**src/rtl/ipm2t_hssthp_rxlane_rst_seq.sv**
```systemverilog
// HSSTHP RX lane reset sequencer: per-lane PMA/PCS reset FSM with CDR lock
// qualification, plus 2-flop synchronizers for the asynchronous lock inputs.

module ipm2t_hssthp_rxlane_rst_seq_lane #(
    parameter int PMA_RST_CYC     = 16,
    parameter int CDR_STABLE_CYC  = 1024,
    parameter int PCS_RST_CYC     = 16,
    parameter int CDR_TIMEOUT_CYC = 65535
) (
    input  logic clk,
    input  logic rst,
    input  logic rx_rst,
    input  logic pll_s,
    input  logic sig_s,
    input  logic cdr_s,
    output logic pma_rst,
    output logic pcs_rst,
    output logic done
);
    localparam logic [4:0] S_PMA    = 5'b00001;
    localparam logic [4:0] S_WAIT   = 5'b00010;
    localparam logic [4:0] S_STABLE = 5'b00100;
    localparam logic [4:0] S_PCS    = 5'b01000;
    localparam logic [4:0] S_DONE   = 5'b10000;

    localparam logic [15:0] PMA_LAST    = 16'(PMA_RST_CYC - 1);
    localparam logic [15:0] STABLE_LAST = 16'(CDR_STABLE_CYC - 1);
    localparam logic [15:0] PCS_LAST    = 16'(PCS_RST_CYC - 1);
    localparam logic [15:0] TO_LAST     = 16'(CDR_TIMEOUT_CYC - 1);

    logic [4:0]  state_q, state_d;
    logic [15:0] cnt_q, cnt_d;
    logic        lock_ok;

    assign lock_ok = pll_s & sig_s & cdr_s;

    always_comb begin
        state_d = state_q;
        cnt_d   = cnt_q + 16'd1;
        if (rx_rst) begin
            state_d = S_PMA;
            cnt_d   = '0;
        end else begin
            case (state_q)
                S_PMA:    if (cnt_q == PMA_LAST) state_d = S_WAIT;
                S_WAIT: begin
                    if (lock_ok)                 state_d = S_STABLE;
                    else if (cnt_q == TO_LAST)   state_d = S_PMA;
                end
                // Loss of lock wins over the qualification count expiring.
                S_STABLE: begin
                    if (!lock_ok)                  state_d = S_WAIT;
                    else if (cnt_q == STABLE_LAST) state_d = S_PCS;
                end
                S_PCS: begin
                    if (!lock_ok)                state_d = S_WAIT;
                    else if (cnt_q == PCS_LAST)  state_d = S_DONE;
                end
                S_DONE: begin
                    cnt_d = cnt_q;
                    if (!pll_s)                  state_d = S_PMA;
                    else if (!sig_s || !cdr_s)   state_d = S_WAIT;
                end
                default:                         state_d = S_PMA;
            endcase
            if (state_d != state_q) cnt_d = '0;
        end
    end

    always_ff @(posedge clk or posedge rst) begin
        if (rst) begin
            state_q <= S_PMA;
            cnt_q   <= '0;
        end else begin
            state_q <= state_d;
            cnt_q   <= cnt_d;
        end
    end

    assign pma_rst = state_q[0];
    assign pcs_rst = |state_q[3:0];
    assign done    = state_q[4];
endmodule

module ipm2t_hssthp_rxlane_rst_seq #(
    parameter string CH0_RX_ENABLE   = "TRUE",
    parameter string CH1_RX_ENABLE   = "TRUE",
    parameter string CH2_RX_ENABLE   = "TRUE",
    parameter string CH3_RX_ENABLE   = "TRUE",
    parameter int    PMA_RST_CYC     = 16,
    parameter int    CDR_STABLE_CYC  = 1024,
    parameter int    PCS_RST_CYC     = 16,
    parameter int    CDR_TIMEOUT_CYC = 65535
) (
    input  logic       clk,
    input  logic       rst,
    input  logic [3:0] i_rx_rst,
    input  logic [3:0] i_pll_lock,
    input  logic [3:0] i_sigdet,
    input  logic [3:0] i_cdr_align,
    output logic [3:0] o_rxlane_pma_rst,
    output logic [3:0] o_rxlane_pcs_rst,
    output logic [3:0] o_cdr_align,
    output logic [3:0] o_rxlane_done
);
    localparam logic [3:0] LANE_EN = {CH3_RX_ENABLE == "TRUE", CH2_RX_ENABLE == "TRUE",
                                      CH1_RX_ENABLE == "TRUE", CH0_RX_ENABLE == "TRUE"};

    logic [3:0] pll_q1, pll_s, sig_q1, sig_s, cdr_q1, cdr_s;

    always_ff @(posedge clk or posedge rst) begin
        if (rst) begin
            pll_q1 <= '0;
            pll_s  <= '0;
            sig_q1 <= '0;
            sig_s  <= '0;
            cdr_q1 <= '0;
            cdr_s  <= '0;
        end else begin
            pll_q1 <= i_pll_lock;
            pll_s  <= pll_q1;
            sig_q1 <= i_sigdet;
            sig_s  <= sig_q1;
            cdr_q1 <= i_cdr_align;
            cdr_s  <= cdr_q1;
        end
    end

    for (genvar g = 0; g < 4; g++) begin : g_lane
        if (LANE_EN[g]) begin : g_en
            ipm2t_hssthp_rxlane_rst_seq_lane #(
                .PMA_RST_CYC    (PMA_RST_CYC),
                .CDR_STABLE_CYC (CDR_STABLE_CYC),
                .PCS_RST_CYC    (PCS_RST_CYC),
                .CDR_TIMEOUT_CYC(CDR_TIMEOUT_CYC)
            ) u_lane (
                .clk    (clk),
                .rst    (rst),
                .rx_rst (i_rx_rst[g]),
                .pll_s  (pll_s[g]),
                .sig_s  (sig_s[g]),
                .cdr_s  (cdr_s[g]),
                .pma_rst(o_rxlane_pma_rst[g]),
                .pcs_rst(o_rxlane_pcs_rst[g]),
                .done   (o_rxlane_done[g])
            );
            assign o_cdr_align[g] = cdr_s[g];
        end else begin : g_dis
            // Disabled lane is parked in reset; its inputs are ignored.
            logic unused_lane;
            assign unused_lane         = ^{i_rx_rst[g], pll_s[g], sig_s[g], cdr_s[g]};
            assign o_rxlane_pma_rst[g] = 1'b1;
            assign o_rxlane_pcs_rst[g] = 1'b1;
            assign o_rxlane_done[g]    = 1'b0;
            assign o_cdr_align[g]      = 1'b0;
        end
    end
endmodule

```
**config.mk**
```make
export PLATFORM = sky130hd
export DESIGN_NAME = ipm2t_hssthp_rxlane_rst_seq
export DESIGN_NICKNAME = d
export VERILOG_FILES = /design/src/rtl/ipm2t_hssthp_rxlane_rst_seq.sv
export SDC_FILE = /design/constraint.sdc
export NUM_CORES = 1
export LEC_CHECK = 0
export ABC_CLOCK_PERIOD_IN_PS = 7750
export CAP_MARGIN = 5
export CORE_MARGIN = 2
export CORE_UTILIZATION = 65
export CTS_BUF_LIST = sky130_fd_sc_hd__clkbuf_8
export DETAILED_ROUTE_END_ITERATION = 8
export PLACE_DENSITY = 0.93
export REMOVE_ABC_BUFFERS = 1
export SETUP_SLACK_MARGIN = 0.02
export SYNTH_ARGS = -nofsm -noshare
export SYNTH_HDL_FRONTEND = slang
export SYNTH_SLANG_ARGS = --single-unit
```
**constraint.sdc**
```tcl
create_clock -name clk -period 7.75 [get_ports clk]
set_input_delay 1.55 -clock clk [delete_from_list [all_inputs] [get_ports clk]]
set_output_delay 1.55 -clock clk [all_outputs]
set_load 0.005 [all_outputs]
```
# Yosys cells after proc, flatten, opt, wreduce, memory -nomap -nowiden
# Cells that the tools add are included.
# word_totals
ff_bits	108
inputBits	18
# classes
bitwise	8
n_mux	60
reduce_logical	16
n_addsub	4
n_eq_ne	40
# ops
operator	n
2-to-1 mux 5 bit	44
2-to-1 mux 16 bit	12
case mux 5 bit (5 select lines)	4
adder 16 x 1 -> 16 bit (second input constant)	4
equality test 16 x 10 -> 1 bit (second input constant)	4
equality test 16 bit (second input constant)	4
equality test 16 x 4 -> 1 bit (second input constant)	4
equality test 5 x 1 -> 1 bit (second input constant)	4
equality test 5 x 2 -> 1 bit (second input constant)	4
equality test 5 x 3 -> 1 bit (second input constant)	4
equality test 5 x 4 -> 1 bit (second input constant)	4
equality test 5 bit (second input constant)	4
inequality test 5 bit	4
OR reduction 4 bit	4
inequality test 3 x 2 -> 1 bit (second input constant)	4
bitwise AND 1 bit	8
logical NOT 1 bit	8
logical OR 1 bit	4

# Longest topological paths before layout
# depth
depth_word	9
mapped_depth	9
mapped_depth_nobuf	8

# Hierarchy
# A second synthesis with hierarchy kept.
# unflattened
cells_unflattened	688
hier_area_um2	6414.9
# modules_own_cells
module	seq_area_each_um2	cells_each	instances	area_per_inst_um2
ipm2t_hssthp_rxlane_rst_seq_lane at g_lane[1].g_en.u_lane ...	526.8	167	2	1431.4
ipm2t_hssthp_rxlane_rst_seq_lane at g_lane[3].g_en.u_lane	526.8	161	1	1476.4
ipm2t_hssthp_rxlane_rst_seq_lane at g_lane[0].g_en.u_lane	526.8	168	1	1471.4
ipm2t_hssthp_rxlane_rst_seq	600.6	25	1	604.3

# Worst setup path after synthesis
# Ideal clock, no wire load.
# synth_path
path_type	register -> output
from	register g_lane[0].g_en.u_lane.state_q[0]
to	output o_rxlane_pcs_rst[0]
stages_incl_launch_ff	5
slack_ns	5.007
required_ns	6.200
arrival_time_ns	1.193
cell_sequence	dfstp_2 clkbuf_1 nor3_1 nand2_1 buf_4
# synth_via
elab_chain_len	1
# synth_lines
element	line_no	rtl
from (decl)	31	logic [4:0] state_q, state_d;
from (signal assigned)	75	state_q <= state_d;
OR reduction 4 bit	81	assign pcs_rst = |state_q[3:0];
to (decl)	102	output logic [3:0] o_rxlane_pcs_rst,
# Every way passes these cells.

# Worst setup path after layout
# layout_path
from	register g_lane[1].g_en.u_lane.state_q[1]
to	output o_rxlane_pcs_rst[1]
# layout_via
elab_chain_len	1
# layout_lines
element	line_no
from (decl)	31
from (signal assigned)	75
OR reduction 4 bit	81
# Every way passes these cells.

==> impl_metrics.py <==
metrics = {
    "run_status": {
        "status": "complete, no violations",
    },
    "synth": {
        "synth.area.mux_share": 0,
        "ys_seq_area_frac": 0.454,
        "synth_edf_count": 0,
        "async_flop_share": 1.00,
        "synth_top_family_by_area": "simple AND/OR/NAND/NOR gates",
        "synth_fa_ha_area_frac": 0.0168,
        "synth.avg_cell_area_um2": 9.27,
        "synth_compound_area_frac": 0.100,
        "yosysUniqueCellTypes": 63,
        "ys_warn_count": 0,
        "yosys.area_share.simple": 0.286,
        "synth_xor_area_frac": 0.0954,
        "synth_cells": 644,
        "syn_area_um2": 5970,
        "synthFlopType": "dfrtp_1",
        "yosys_register_bits": 108,
    },
    "power_and_ir_drop": {
        "total_power_mw": 1.01,
        "power_density_nw_per_um2": 157,
        "p_leak_nw": 2.69,
        "ir_drop_uv": 115,
    },
    "min_path": {
        "hp-class": "reg -> reg",
    },
    "clock_network": {
        "clock_sinks": 108,
        "cts-resized-gates": 0,
        "clk_latency_ns": 0.38,
        "clock-root-buffer": "clkbuf_8",
        "cts_htree_levels": 3,
        "post_cts_buffers": 0,
        "cts_buffers": 9,
        "path_clk_slew_ns": 0.10,
        "holdBufCountCts": 0,
        "cts_tree": "yes",
        "clockBufferDepth": 2,
    },
    "floorplan": {
        "ios": 34,
        "die_w_um": 99.8,
        "dieArea_um2": 9960,
        "initial_core_util": 0.678,
        "coreArea_um2": 8810,
        "row_count": 34,
        "fp.dieH_um": 99.8,
    },
    "timing": {
        "rsz0062_at_grt": "false",
        "hold_viol_final": 0,
        "fmax_ghz": 0.265,
        "maxSlewViolCount": 0,
        "fin_tns_setup_ns": 0,
        "period_share": 0.487,
        "slew_headroom": 0.418,
        "finalCriticalPeriod_ns": 3.77,
        "worstMarginPinSlew_ns": 0.866,
        "setup_viol": 0,
        "skew_ns": 0.00738,
    },
    "flow_run": {
        "cap_violations": 0,
    },
    "critical_path": {
        "crit_type": "reg -> out",
        "cp-endpoint": "o_rxlane_pcs_rst[1]",
        "cp-end-kind": "output port",
        "cp.required_ns": 6.20,
        "r2r_slack_ns": 4.95,
        "worstReg2RegStart": "g_lane[1].g_en.u_lane.cnt_q[0]",
        "reg2reg_to": "g_lane[1].g_en.u_lane.cnt_q[1]",
        "cp_max_fo": 11,
        "cp-start-kind": "flip-flop",
        "worstSetupStartpoint": "g_lane[1].g_en.u_lane.state_q[1]",
        "reg2reg_depth": 7,
        "cp_data_arrival_time_ns": 2.22,
    },
    "placement": {
        "dpl.cell_count": 741,
        "place.gp.congestion": 0.970,
        "dp_hpwl_mm": 8.38,
        "portBuffers": 33,
    },
    "detailed_routing": {
        "post-route-drc-count": 0,
        "drt_wl_total_mm": 12.0,
        "wl_per_cell_um": 15.8,
        "first_pass_iters": 4,
        "antenna_left": 0,
        "via_per_inst": 6.33,
        "vias": 4792,
        "drtIter0Drc": 287,
    },
    "final_layout": {
        "antennaDiodeCount": 0,
        "drive_gt1_frac": 0.0462,
        "nets": 670,
        "fin_cells": 757,
        "area_growth_syn_to_layout_pct": 7.40,
        "utilization": 0.728,
        "fill_cells": 608,
    },
    "global_route": {
        "grt_use_total": 0.251,
        "antenna_found_initial": 0,
        "grt_pass1_wl_mm": 20.5,
        "grt_pass1_vias": 4521,
        "grt_max_degree": 56,
        "overflow": 0,
    },
}
## area by class of cell
class	count	area, µm²	area share
clock buffer	9	124	0.0193
clock inverter	7	82.6	0.0129
sequential	108	2710	0.422
timing repair buffer	34	338	0.0527
multi-input combinational	480	2980	0.465
tap	108	135	0.0211
inverter	11	43.8	0.00683
## layout by cell type (no fill, tap or decap), types with 10 or more instances in the layout
cell and count:
and3_1 22, clkdlybuf4s50_1 33, xnor2_1 14, nor4_1 12, inv_1 10, nand3_1 33
nand4_1 31, nor3_1 13, xor2_1 51, dfrtp_1 104, and4_1 12, a211oi_1 10
nor2_1 100, a21oi_1 17, o21ai_0 13, nand2_1 39
## metal layers
layer	part of all wire	global-route usage	routed length [µm]	vias to the layer above
met5	0	0	0	-
met2	0.48	0.407	5710	172
li1	-	-	-	2284
met3	0.050	0.0376	598	25
met1	0.45	0.348	5430	2311
met4	0.019	0.0917	228	0
## cells by family after synthesis
group                    after synthesis
AND/OR/NAND/NOR                      321
flip-flops                           108
AO/OA/AOI/OAI                         86
XOR/XNOR                              65
buffers and inverters                 56
adder cells (fa/ha/maj)                8
## state kept, by name (all words and copies together) (netlist names)
name	count
g_lane.g_en.u_lane.cnt_q	64
g_lane.g_en.u_lane.state_q	20
cdr_q1	4
o_cdr_align	4
pll_q1	4
pll_s	4
sig_q1	4
sig_s	4
## cells in the mapped netlist, types with 3 or more instances
cell      instances  area share
dfrtp_1         104        0.44
a31oi_1           7      0.0073
nor2b_1           8      0.0084
nor4_1           12       0.013
nand2b_1          8      0.0084
a211oi_1         10       0.013
inv_1            11      0.0069
xor2_1           51       0.075
ha_1              8       0.017
nor3b_1           5      0.0063
a21oi_1          17       0.014
nor4b_1           6      0.0088
buf_4            16       0.020
o21bai_1          3      0.0038
o31ai_1           5      0.0063
a41oi_1           3      0.0044
a21boi_0          4      0.0050
or3_1             6      0.0063
o21ai_0          13       0.011
nand4_1          31       0.033
and3_1           22       0.023
nand2_1          39       0.025
clkbuf_1         23       0.014
nor2_1          100       0.063
or4_1             4      0.0050
dfstp_2           4       0.018
buf_2             3      0.0025
nand3_1          33       0.028
nor3_1           13       0.011
and2_1            7      0.0073
xnor2_1          14       0.021
and4_1           12       0.018
## through the flow
| step | setup slack [ns] | hold WS, ns | cell area (µm²) |
|---|---|---|---|
| after global placement | 4.21 | 0.331 | 6200 |
| after global routing | 3.89 | 0.364 | 6410 |
| final | 3.98 | 0.358 | 6410 |
| after floorplan | 3.36 | 0.331 | 5730 |
| after CTS | 4.00 | 0.360 | 6410 |
| after detailed placement | 4.06 | 0.336 | 6200 |
## worst max-delay path, cell delays in order, from the launching register on
cell,delay [ns]
dfrtp_1,0.51
nor3_1,0.75
nand2b_1,0.11
clkdlybuf4s50_1,0.48
## report_power, final
part | internal, mW | switching [mW] | total (mW)
Sequential | 0.576 | 0.0146 | 0.591
Clock | 0.154 | 0.199 | 0.353
Combinational | 0.0251 | 0.0365 | 0.0615
## how the worst min path moves through the flow
stage,start,endpoint,depth (start not counted)
finish,sig_q1[2],sig_s[2],0
global route,cdr_q1[0],o_cdr_align[0],0
global placement,sig_q1[1],sig_s[1],0
floorplan,cdr_q1[0],o_cdr_align[0],0
CTS,sig_q1[2],sig_s[2],0
detailed placement,sig_q1[2],sig_s[2],0
(Power assumes the default switching activity.)
